==> config.mk <==
export PLATFORM = sky130hd
export DESIGN_NAME = ucode_seq
export DESIGN_NICKNAME = d
export VERILOG_FILES = /design/src/rtl/ucode_seq.sv
export SDC_FILE = /design/constraint.sdc
export NUM_CORES = 1
export LEC_CHECK = 0
export ABC_CLOCK_PERIOD_IN_PS = 1750
export CAP_MARGIN = 15
export CORE_ASPECT_RATIO = 1.2
export CORE_MARGIN = 3
export CORE_UTILIZATION = 25
export CTS_CLUSTER_SIZE = 10
export DETAILED_ROUTE_END_ITERATION = 12
export PLACE_DENSITY_LB_ADDON = 0.3
export SYNTH_ARGS = -nofsm -noshare
export SYNTH_HDL_FRONTEND = slang
export SYNTH_SLANG_ARGS = --single-unit
==> constraint.sdc <==
create_clock -name clk -period 1.75 [get_ports clk]
set_input_delay 0.175 -clock clk [delete_from_list [all_inputs] [get_ports clk]]
set_output_delay 0.175 -clock clk [all_outputs]
set_load 0.01 [all_outputs]
==> src/rtl/ucode_seq.sv <==
// Micro-code sequencer: expands one macro-instruction into a per-cycle stream
// of ALU micro-instructions plus register-file and immediate bus strobes.
module ucode_seq #(
    parameter int STEP_W = 3
) (
    input  logic       clk,
    input  logic       grst,
    input  logic       start,
    output logic       ready,
    input  logic [3:0] mop,
    input  logic [1:0] ra,
    input  logic [1:0] rb,
    input  logic [1:0] rd,
    input  logic       stall,
    output logic [3:0] alu_instr,
    output logic       rf_oe,
    output logic [1:0] rf_rsel,
    output logic       rf_we,
    output logic [1:0] rf_wsel,
    output logic       imm_oe,
    output logic [3:0] imm,
    output logic       done,
    output logic       err
);

    localparam logic [3:0] I_NOP  = 4'h0;
    localparam logic [3:0] I_LDA  = 4'h1;
    localparam logic [3:0] I_LDB  = 4'h2;
    localparam logic [3:0] I_LDOP = 4'h3;
    localparam logic [3:0] I_EXE  = 4'h4;
    localparam logic [3:0] I_RDR  = 4'h5;
    localparam logic [3:0] I_RDF  = 4'h6;
    localparam logic [3:0] I_LRST = 4'hF;

    typedef enum logic {IDLE, RUN} state_t;

    state_t            state, state_nxt;
    logic [STEP_W-1:0] step, step_nxt, issue_step, seq_len;
    logic [3:0]        mop_q, cur_mop;
    logic [1:0]        ra_q, rb_q, rd_q, cur_ra, cur_rb, cur_rd;
    logic              issue;

    logic [3:0] alu_d, imm_d;
    logic       rf_oe_d, rf_we_d, imm_oe_d, done_d, err_d;
    logic [1:0] rsel_d, wsel_d;

    assign ready = (state == IDLE);

    // step holds the index of the next step to issue; outputs are registered,
    // so the step being issued is decoded one edge ahead of its cycle.
    always_comb begin
        state_nxt  = state;
        step_nxt   = step;
        issue      = 1'b0;
        issue_step = step;
        cur_mop    = mop_q;
        cur_ra     = ra_q;
        cur_rb     = rb_q;
        cur_rd     = rd_q;
        case (state)
            IDLE: begin
                cur_mop = mop;
                cur_ra  = ra;
                cur_rb  = rb;
                cur_rd  = rd;
                if (start) begin
                    issue      = 1'b1;
                    issue_step = '0;
                    step_nxt   = STEP_W'(1);
                    state_nxt  = RUN;
                end
            end
            RUN: begin
                if (!stall) begin
                    if (step == seq_len) begin
                        state_nxt = IDLE;
                        step_nxt  = '0;
                    end else begin
                        issue    = 1'b1;
                        step_nxt = step + STEP_W'(1);
                    end
                end
            end
            default: state_nxt = IDLE;
        endcase
    end

    assign seq_len = (cur_mop >= 4'h1 && cur_mop <= 4'h7) ? STEP_W'(5) : STEP_W'(1);

    always_comb begin
        alu_d    = I_NOP;
        rf_oe_d  = 1'b0;
        rsel_d   = 2'd0;
        rf_we_d  = 1'b0;
        wsel_d   = 2'd0;
        imm_oe_d = 1'b0;
        imm_d    = 4'h0;
        done_d   = 1'b0;
        err_d    = 1'b0;
        if (issue) begin
            case (cur_mop)
                4'h1, 4'h2, 4'h3, 4'h4, 4'h5, 4'h6, 4'h7: begin
                    case (int'(issue_step))
                        0: begin rf_oe_d = 1'b1; rsel_d = cur_ra; alu_d = I_LDA; end
                        1: begin rf_oe_d = 1'b1; rsel_d = cur_rb; alu_d = I_LDB; end
                        2: begin imm_oe_d = 1'b1; imm_d = cur_mop; alu_d = I_LDOP; end
                        3: alu_d = I_EXE;
                        4: begin
                            alu_d   = I_RDR;
                            rf_we_d = 1'b1;
                            wsel_d  = cur_rd;
                            done_d  = 1'b1;
                        end
                        default: alu_d = I_NOP;
                    endcase
                end
                4'h8: begin
                    rf_oe_d = 1'b1;
                    rsel_d  = cur_ra;
                    rf_we_d = 1'b1;
                    wsel_d  = cur_rd;
                    done_d  = 1'b1;
                end
                4'h9: begin
                    alu_d   = I_RDF;
                    rf_we_d = 1'b1;
                    wsel_d  = cur_rd;
                    done_d  = 1'b1;
                end
                4'hA: begin
                    alu_d  = I_LRST;
                    done_d = 1'b1;
                end
                4'h0: done_d = 1'b1;
                default: begin
                    done_d = 1'b1;
                    err_d  = 1'b1;
                end
            endcase
        end
    end

    always_ff @(posedge clk) begin
        if (grst) begin
            state     <= IDLE;
            step      <= '0;
            mop_q     <= 4'h0;
            ra_q      <= 2'd0;
            rb_q      <= 2'd0;
            rd_q      <= 2'd0;
            alu_instr <= I_NOP;
            rf_oe     <= 1'b0;
            rf_rsel   <= 2'd0;
            rf_we     <= 1'b0;
            rf_wsel   <= 2'd0;
            imm_oe    <= 1'b0;
            imm       <= 4'h0;
            done      <= 1'b0;
            err       <= 1'b0;
        end else begin
            state     <= state_nxt;
            step      <= step_nxt;
            if (state == IDLE && start) begin
                mop_q <= mop;
                ra_q  <= ra;
                rb_q  <= rb;
                rd_q  <= rd;
            end
            alu_instr <= alu_d;
            rf_oe     <= rf_oe_d;
            rf_rsel   <= rsel_d;
            rf_we     <= rf_we_d;
            rf_wsel   <= wsel_d;
            imm_oe    <= imm_oe_d;
            imm       <= imm_d;
            done      <= done_d;
            err       <= err_d;
        end
    end

endmodule

==> run_results.csv, run 1 <==
group,metric,value,unit
final_layout,drive_above_1_share,0.2320,
drt,drt_pass1_iterations,4,
drt,viasPerCell,4.602,
timing,hold_slack,0.4577,ns
floorplan,rows,31,
final_layout,design_area,0.002401,mm2
timing,rsz0062_at_grt,"false",
pwr,p_total,1.953,mW
worst_setup_path,cp_num_buf_inv,3,
timing,fin_crit,1.680,ns
yosys,seq_area_frac_synth,0.3807,
clocking,cts_setup_buffers,0,
worst_setup_path,worstPathCellList,"buf_12 > nor4b_4 > buf_4 > nor3_4 > buf_4 > mux2i_1 > a211oi_1",
yosys,synth_compound_area_frac,0.1827,
final_layout,area_growth,47.28,%
worst_setup_path,crit_type,"register to register",
clocking,cts_tree,"yes",
yosys,synthArstFlopShare,0,
placed_design,place.port_buffers,31,
status,status,"finished clean",
timing,drv_slew,0,
worst_setup_path,cpMostUsedCell,"buf_4",
yosys,synth-simple-area-share,0.2824,
clocking,cts.clk_slew.worst_paths,0.06,ns
yosys,avgSynthCellArea,8.626,um2
pwr,p_per_area,813.2,mW/mm2
pwr,power.clock.fraction,0.373,
timing,setup_viol,0,
clocking,cts-buffers-inserted,5,
min_path,min_from,"rd_q[1]",
clocking,clk_latency,0.28,ns
floorplan,coreArea,0.006167,mm2
worst_setup_path,path_depth,7,
timing,skew,0.001729,ns
pwr,ir_drop,0.2697,mV
yosys,synth_nets,205,
yosys,yosys_most_used_dff,"dfxtp_1",
timing,max_freq,595.3,MHz
drt,vias,1528,
clocking,cts_buffer_depth,2,
yosys,synthAdderAreaFrac,0.01535,
drt,wl_per_cell,12.76,um
drt,drt_iter0_markers,67,
flow_run,maxCapViolations,0,
clocking,cts_sinks,31,
yosys,muxShareOfSynthArea,0.07061,
pwr,power.internal,1.436,mW
worst_setup_path,required,1.90,ns
clocking,cts-root-buf,"clkbuf_8",
worst_setup_path,critPathMaxFanout,7,
floorplan,die_x,79.72,um
placed_design,placed_cell_area,0.002263,mm2
global_routing,grt_pass1_vias,1541,
worst_setup_path,reg2reg_from,"state",
final_layout,finalNonFillerCells,332,
min_path,whs_path_depth,2,
placed_design,place_hpwl,3379,um
yosys,synth_edf_count,0,
pwr,switching_share,0.2646,
yosys,ys_warn_count,0,
timing,hold_violations,0,
final_layout,fillerInstances,606,
global_routing,track_usage,0.1221,
worst_setup_path,endpoint_kind,"register",
worst_setup_path,start_kind,"register",
timing,min_period_over_period,0.9599,
yosys,synth-seq-cells,31,
worst_setup_path,crit_start,"state",
global_routing,overflow,0,
yosys,netlist_area,0.001630,mm2
worst_setup_path,crit_path_max_incr_delay,0.37,ns
pwr,switching_power,516.7,uW
pwr,power.share.sequential,0.390,
floorplan,start_util,0.2644,
yosys,yosys.area_share.xor_xnor,0.01074,
pwr,p_comb_frac,0.237,
worst_setup_path,worstRegToRegCells,7,
floorplan,die_area,0.007530,mm2
placed_design,dp_cells,324,
clocking,cts_max_level,2,
final_layout,nets,265,
worst_setup_path,arrival,1.83,ns
drt,drt-total-wl,4237,um
pwr,p_leak,0.9219,nW
yosys,ys_types,47,
drt,postRouteAntennaNets,0,
drt,drcViolationCount,0,
global_routing,grt_pass1_wl,7148,um
floorplan,die_height,94.46,um
min_path,hold_class,"register to register",
floorplan,pin_count,32,
yosys,synth_top_family_by_area,"simple AND/OR/NAND/NOR gates",
yosys,syn-instance-count,189,
worst_setup_path,cp_slowest_cell,"dfxtp_4",
global_routing,grt_max_degree,13,
placed_design,finalWeightedCongestion,0.8391,
final_layout,diodes,0,
worst_setup_path,cp_top_family,"buffers and inverters",
global_routing,antenna_found_initial,0,
==> metal layers <==
metal	GRT usage	share of wire	vias to the layer above	wire (um)
met2	0.2054	0.49	40	2069
met1	0.1424	0.44	685	1863
met3	0.02672	0.044	8	185
li1	-	-	795	-
met4	0.06877	0.028	0	117
met5	0	0	-	0
==> Yosys cell counts, types with 3 or more instances <==
cell,count,area (um2)
nand3_1,5,25.02
a31oi_1,3,18.77
clkbuf_1,7,26.28
nor2_1,10,37.54
nor3_1,11,55.05
or3_1,3,18.77
a21oi_1,15,75.07
mux2i_1,10,100.1
dfxtp_1,31,620.6
nor4_1,3,18.77
nand2b_1,5,31.28
buf_2,3,15.01
o21ai_0,3,15.01
a211oi_1,4,30.03
inv_1,6,22.52
nand2_1,30,112.6
==> logic make-up after synthesis <==
logic type               count (synthesis)
adder cells (fa/ha/maj)                  2
flip-flops                              31
multiplexers                            11
AO/OA/AOI/OAI                           42
buffers and inverters                   19
other                                    1
AND/OR/NAND/NOR                         81
XOR/XNOR                                 2
==> repair_timing <==
| item | in CTS | in global routing |
|---|---|---|
| hold buffers | 0 | 0 |
| hold endpoints to repair | 0 | 0 |
| pin swaps | 0 | 1 |
| gates resized for setup | 1 | 4 |
| endpoints found under the setup margin | 2 | 2 |
==> placed cells by master, fill, tap and decap left out, types with 2 or more instances in the layout <==
master            n
mux2i_1          10
nand3_1           5
nor4_1            2
a21oi_1          14
nor3_1           11
nand2b_1          5
o21ai_0           3
xnor2_1           2
ha_1              2
and2_1            2
nand2_1          30
inv_1             6
clkbuf_8          6
nor2b_1           2
or3_1             3
a2bb2oi_1         2
o41ai_1           2
a31oi_1           2
a211oi_1          4
clkdlybuf4s50_1  31
dfxtp_1          30
nor4_2            2
nor4_4            2
o31ai_1           2
buf_12            2
nor2_1           10
buf_4            33
==> worst min-delay path: cells and delay by family (launching register included) <==
kind / cells / cell delay [ns]
DFF: 1 / 0.31
and+or+nand+nor: 1 / 0.05
AOI/OAI and AO/OA: 1 / 0.05
==> flip-flops by register name (all words and copies together) (netlist names) <==
signal / flops
rb_q: 2
rf_rsel: 2
step: 3
alu_instr: 4
state: 1
done: 1
rf_oe: 1
rd_q: 2
imm: 4
mop_q: 4
rf_wsel: 2
ra_q: 2
rf_we: 1
err: 1
imm_oe: 1
==> worst paths after layout <==
check	endpoint	slack [ns]
min	rd_q[1]	0.46
max reg2reg	state	0.07
min reg2reg	rd_q[1]	0.46
max	state	0.07
==> power by group through the flow <==
stage / logic, mW / registers [mW] / clock network [mW]
floorplan: 0.236 / 0.787 / 0
global placement: 0.455 / 0.777 / 0
detailed placement: 0.458 / 0.779 / 0
CTS: 0.458 / 0.763 / 0.753
global route: 0.506 / 0.766 / 0.790
finish: 0.463 / 0.762 / 0.728
==> metrics by stage <==
step | util | setup slack [ns] | TNS [ns]
2_1_floorplan | - | 0.05080 | 0
3_3_place_gp | 0.3670 | -0.1326 | -1.228
3_5_place_dp | 0.3670 | -0.1531 | -1.431
4_1_cts | 0.3863 | 0.02180 | 0
5_1_grt | 0.3893 | 0.005901 | 0
6_report | 0.3893 | 0.07026 | 0
==> final cells by class <==
type                    instances  area (um2)  share of cell area
clock buffers                   6       82.58             0.03439
clock inverters                 2       35.03             0.01459
inverters                       6       22.52            0.009380
multi-input cells             139       935.9              0.3898
flip-flops and latches         31       624.3              0.2600
well taps                      82       102.6             0.04273
repair buffers                 66       598.1              0.2491
Note: power is estimated with default switching activity, not from simulation.
==> inputs of run 2 (changes only) <==
--- a/config.mk
+++ b/config.mk
@@ -5,14 +5,15 @@
 export SDC_FILE = /design/constraint.sdc
 export NUM_CORES = 1
 export LEC_CHECK = 0
-export ABC_CLOCK_PERIOD_IN_PS = 1750
+export ABC_CLOCK_PERIOD_IN_PS = 2000
 export CAP_MARGIN = 15
 export CORE_ASPECT_RATIO = 1.2
 export CORE_MARGIN = 3
 export CORE_UTILIZATION = 25
-export CTS_CLUSTER_SIZE = 10
+export CTS_CLUSTER_SIZE = 14
 export DETAILED_ROUTE_END_ITERATION = 12
 export PLACE_DENSITY_LB_ADDON = 0.3
+export RECOVER_POWER = 50
 export SYNTH_ARGS = -nofsm -noshare
 export SYNTH_HDL_FRONTEND = slang
 export SYNTH_SLANG_ARGS = --single-unit
==> constraint.sdc (replaced) <==
create_clock -name clk -period 2 [get_ports clk]
set_input_delay 0.2 -clock clk [delete_from_list [all_inputs] [get_ports clk]]
set_output_delay 0.2 -clock clk [all_outputs]
set_load 0.01 [all_outputs]
==> run_results.csv, run 2 (synthesis results as in run 1) <==
group,metric,value,unit
drt,viasPerCell,4.631,
clocking,cts-buffers-inserted,5,
placed_design,dp_cells,309,
clocking,clk_latency,0.29,ns
flow_run,maxCapViolations,0,
worst_setup_path,rrSetupSlack,0.15,ns
worst_setup_path,crit_type,"register to register",
floorplan,coreArea,0.006167,mm2
timing,rsz0062_at_grt,"false",
drt,drcViolationCount,0,
global_routing,overflow,0,
final_layout,fillerInstances,623,
worst_setup_path,required,2.19,ns
pwr,power.clock.fraction,0.388,
floorplan,die_x,79.72,um
timing,skew,0.007509,ns
worst_setup_path,crit_start,"state",
pwr,switching_power,443.4,uW
global_routing,grt_pass1_wl,6755,um
final_layout,nets,250,
pwr,power.internal,1.215,mW
clocking,cts_tree,"yes",
final_layout,multi_input_area,922.1,um2
pwr,p_per_area,739.6,mW/mm2
pwr,ir_drop,0.3755,mV
floorplan,pin_count,32,
floorplan,rows,31,
timing,hold_violations,0,
final_layout,drive_above_1_share,0.1660,
min_path,min_from,"rb_q[0]",
drt,drt_iter0_markers,98,
placed_design,place_hpwl,3131,um
final_layout,area_growth,37.53,%
pwr,switching_share,0.2674,
final_layout,finalNonFillerCells,317,
pwr,p_leak,0.8861,nW
clocking,cts-root-buf,"clkbuf_8",
timing,fin_crit,1.845,ns
clocking,cts.clk_slew.worst_paths,0.07,ns
drt,postRouteAntennaNets,0,
global_routing,antenna_found_initial,0,
timing,drv_slew,0,
placed_design,finalWeightedCongestion,0.8255,
final_layout,top_regs,"alu_instr x4, imm x4, mop_q x4",
drt,wl_per_cell,12.75,um
floorplan,die_area,0.007530,mm2
worst_setup_path,endpoint_kind,"register",
final_layout,diodes,0,
drt,vias,1468,
floorplan,start_util,0.2644,
final_layout,mostFrequentLayoutCells,"dfxtp_1 (31), nand2_1 (29), buf_4 (19)",
drt,drt_pass1_iterations,6,
min_path,hold_class,"register to register",
worst_setup_path,start_kind,"register",
floorplan,die_height,94.46,um
pwr,p_comb_frac,0.204,
worst_setup_path,reg2reg_from,"state",
timing,hold_slack,0.4548,ns
placed_design,place.port_buffers,31,
clocking,cts_sinks,31,
timing,setup_tns,0,ns
global_routing,track_usage,0.1168,
pwr,p_total,1.658,mW
pwr,power.share.sequential,0.408,
clocking,cts_max_level,2,
worst_setup_path,arrival,2.04,ns
final_layout,seq_area,620.6,um2
global_routing,grt_pass1_vias,1427,
global_routing,grt_max_degree,13,
drt,drt-total-wl,4043,um
clocking,cts_buffer_depth,2,
timing,setup_viol,0,
timing,min_period_over_period,0.9225,
status,status,"finished clean",
timing,max_freq,542.0,MHz
worst_setup_path,critPathMaxFanout,12,
final_layout,layout_commonest_cell,"dfxtp_1",
==> run 2: cell count changes in the layout (fill, tap and decap cells not counted), moves of 2 or more <==
cell,change
clkdlybuf4s50_1,-17
buf_12,-2
buf_4,-14
dlygate4sd3_1,+17
==> run 2: metal layers <==
layer	wire length, um	share of wire	vias to the layer above	track usage
met5	0	0	-	0
met4	105	0.026	0	0.06734
met3	167	0.041	9	0.02863
met2	1939	0.48	37	0.1880
met1	1830	0.45	655	0.1405
li1	-	-	767	-
==> run 2: final cells by class <==
type / instances / share of cell area
Multi-Input combinational cell: 139 / 0.4113
Sequential cell: 31 / 0.2768
Timing Repair Buffer: 51 / 0.2037
Tap cell: 82 / 0.04576
Clock buffer: 6 / 0.03683
Clock inverter: 2 / 0.01563
Inverter: 6 / 0.01004
==> run 2: power groups by stage <==
stage / Clock [mW] / Sequential [mW] / Combinational, mW
after global routing: 0.693 / 0.682 / 0.373
final: 0.643 / 0.677 / 0.338
after CTS: 0.657 / 0.678 / 0.346
after detailed placement: 0 / 0.692 / 0.344
after floorplan: 0 / 0.688 / 0.207
after global placement: 0 / 0.691 / 0.345
==> run 2: timing repair <==
action,in CTS,in global routing
endpoints found under the setup margin,0,1
buffers inserted,0,0
hold buffers,0,0
gates resized for setup,0,1
==> run 2: worst paths after layout <==
check / to / cells past startpoint
worst min-delay path: rb_q[0] / 2
worst min register to register: rb_q[0] / 2
worst max-delay path: rf_wsel[1] / 5
worst max register to register: rf_wsel[1] / 5
==> run 2: worst max-delay path: stages, from the launching register on <==
cell and delay, ns:
dfxtp_1 0.54, mux2_4 0.36, nor3_4 0.27, o32ai_2 0.12, buf_4 0.20, nor4_1 0.26
==> run 2: metrics by stage <==
| stage | instance area, um2 | worst slack, ns | util |
|---|---|---|---|
| 2_1_floorplan | 1630 | 0.3008 | - |
| 3_3_place_gp | 2126 | 0.1310 | 0.3447 |
| 3_5_place_dp | 2126 | 0.05887 | 0.3447 |
| 4_1_cts | 2243 | 0.1184 | 0.3638 |
| 5_1_grt | 2242 | 0.02274 | 0.3636 |
| 6_report | 2242 | 0.1550 | 0.3636 |
==> edit (flow settings as in run 2) <==
Reset style: asynchronous (`grst`), changed in one clocked block.
--- a/src/rtl/ucode_seq.sv
+++ b/src/rtl/ucode_seq.sv
@@ -140,7 +140,7 @@
         end
     end
 
-    always_ff @(posedge clk) begin
+    always_ff @(posedge clk or posedge grst) begin
         if (grst) begin
             state     <= IDLE;
             step      <= '0;
Formal check against the unedited RTL: differs if grst is asserted again (counterexample within 4 cycles, from zero or initial values and one cycle with grst high); with grst held inactive, the same outputs for 10 cycles.
==> edit against run 2 <==
- global-route usage is essentially flat
- cell count shrank 3.8%
- routed wire length grew 2.2%
- area after synthesis grew 0.38%
- worst setup slack lost 0.045 ns
- cell area grew 2.5%
- hold slack gained 0.019 ns
- sequential cell count is the same
- critical endpoint is now err$_DFF_PP0_
- highest routed layer unchanged
Power is not compared: it rests on default switching activity, and its combinational part moved more than twofold at a synthesized area within 25%.
==> edit: results (changes against run 2) <==
Synth
  • Post-synth ARST share: 100.0% (+100 points)
  • Post-synthesis sequential area ratio: 47.40% (+9.3 points)
  • Synth area leaders: dfrtp_1 47%, nand2_1 8.0%, mux2_2 4.8%
  • Syn Nets: 187 (-8.8%)
  • Commonest register cell after synthesis: dfrtp_1
  • Post-synthesis cell type count: 48 (+2.1%)
  • Most frequent cells after synthesis: 35 x nand2_1, 31 x dfrtp_1, 9 x a21oi_1, 9 x nor2_1
  • Syn_area_per_cell: 9.571 µm² (+11%)
  • Area share of the largest cell type after synthesis: 47.40% (+9.3 points)

Route
  • DRT iter0 DRCs: 94 (-4.1%)
  • Drt wl/cell: 13.55 µm (+6.2%)
  • Pre-antenna DRT Iters: 4 (-2)
  • Via density per instance: 4.521 (-2.4%)
  • Met2 WL post-DR: 2.110 mm (+8.8%)
  • Met3 WL: 116 µm (-31%)
  • M1 WL: 1.838 mm (+0.44%)
  • WL final: 4.132 mm (+2.2%)

Placement
  • Pre-CTS setup slack: -0.1066 ns (-0.1654 ns)
  • RePlAce Congestion: 0.8305 (+0.61%)
  • I/O Buffers: 31 (unchanged)
  • Placed Instances: 297 (-3.9%)
  • Post-DP HPWL: 3.081 mm (-1.6%)

Pwr
  • Total Power: 3.239 mW
  • Sequential power: a little under 1 mW
  • Switching Fraction: a little under two fifths

Global routing
  • Initial antenna violation count: 0 (unchanged)
  • Met1 usage: 14.64% (+0.59 points)
  • First-pass GRT wire length: 6.734 mm (-0.31%)
  • Met2 Track Usage GR: 19.64% (+0.84 points)
  • Vias in the first global route: 1372 (-3.9%)
  • GRT Util Overall: 11.67% (about the same)
  • Largest net degree at the start of global routing: 32 (+19)
  • M3 GR Usage: 2.576% (-0.29 points)

Setup path
  • Worst Reg2Reg Path Length in Cells: 5 (unchanged)
  • Crit path max-delay cell type: or4_4
  • Reg2reg setup slack: 0.11 ns (-0.04 ns)
  • Worst Path Max Fanout: 4 (-8)
  • Critical Path Start: state$_DFF_PP0_
  • Worst r2r dst: err$_DFF_PP0_
  • Crit path DAT: 2.06 ns (+0.02 ns)
  • Critical path type: reg2reg
  • Delay-heaviest family, CP: simple AND/OR/NAND/NOR gates

Clock network
  • Post-CTS Setup Inserts: 0 (unchanged)

Layout
  • Fraction of layout cells with a size suffix above 1: 21.52% (+4.9 points)
  • Layout Nets: 238 (-4.8%)
  • # fillers: 669 (+7.4%)

Hold path
  • Hold path depth: 3 (+1)
  • Hold crit path type: in2reg

Timing
  • Final worst clock skew: 0.002036 ns (-0.005473 ns)

Outcome
  • Outcome: finished, final reports clean
edit: cell count changes after synthesis, moves of 5 or more:
cell     change
nand2_1      +5
nor3b_1      +5
a21oi_1      -6
dfrtp_1     +31
nor3_1       -8
mux2_2       +7
dfxtp_1     -31
mux2i_1      -6
edit: logic make-up (layout without fill, tap and decap cells):
group,Yosys count,after routing,share of synthesized area [%]
adders and majority gates,2,2,1.529
DFF,31,31,47.40
buffers and inverters,17,69,5.122
muxes,11,11,7.263
and+or+nand+nor,73,73,22.86
other,1,1,0.2291
AOI/OAI and AO/OA,31,31,12.92
xor gates and xnor gates,5,5,2.676
edit: worst min-delay path, cell delays in order:
cell and delay, ns:
clkdlybuf4s50_1 0.41, nand2_1 0.06, nand2_1 0.04
edit: worst min-delay path by stage:
stage / end / slack, ns / startpoint
finish: ra_q[1]$_DFFE_PP0P_ / 0.47 / ra[1]
global route: rd_q[0]$_DFFE_PP0P_ / 0.49 / rd[0]
CTS: imm[3]$_DFF_PP0_ / 0.31 / grst
detailed placement: rb_q[0]$_DFFE_PP0P_ / 0.46 / rb_q[0]$_DFFE_PP0P_
global placement: ra_q[1]$_DFFE_PP0P_ / 0.45 / ra_q[1]$_DFFE_PP0P_
floorplan: alu_instr[0]$_DFF_PP0_ / 0.30 / grst
edit: layout make-up:
class | count | area, µm² | share of cell area (%)
Inverter | 4 | 15.01 | 0.6536
Timing Repair Buffer | 57 | 515.5 | 22.44
Sequential cell | 31 | 777.0 | 33.82
Tap cell | 82 | 102.6 | 4.466
Multi-Input combinational cell | 123 | 787.0 | 34.26
Clock buffer | 8 | 100.1 | 4.357
edit: metrics by stage:
step                area, µm²  TNS (ns)
detailed placement       2188   -0.9765
global route             2297         0
floorplan                1637         0
global placement         2188   -0.4023
CTS                      2288         0
finish                   2297         0
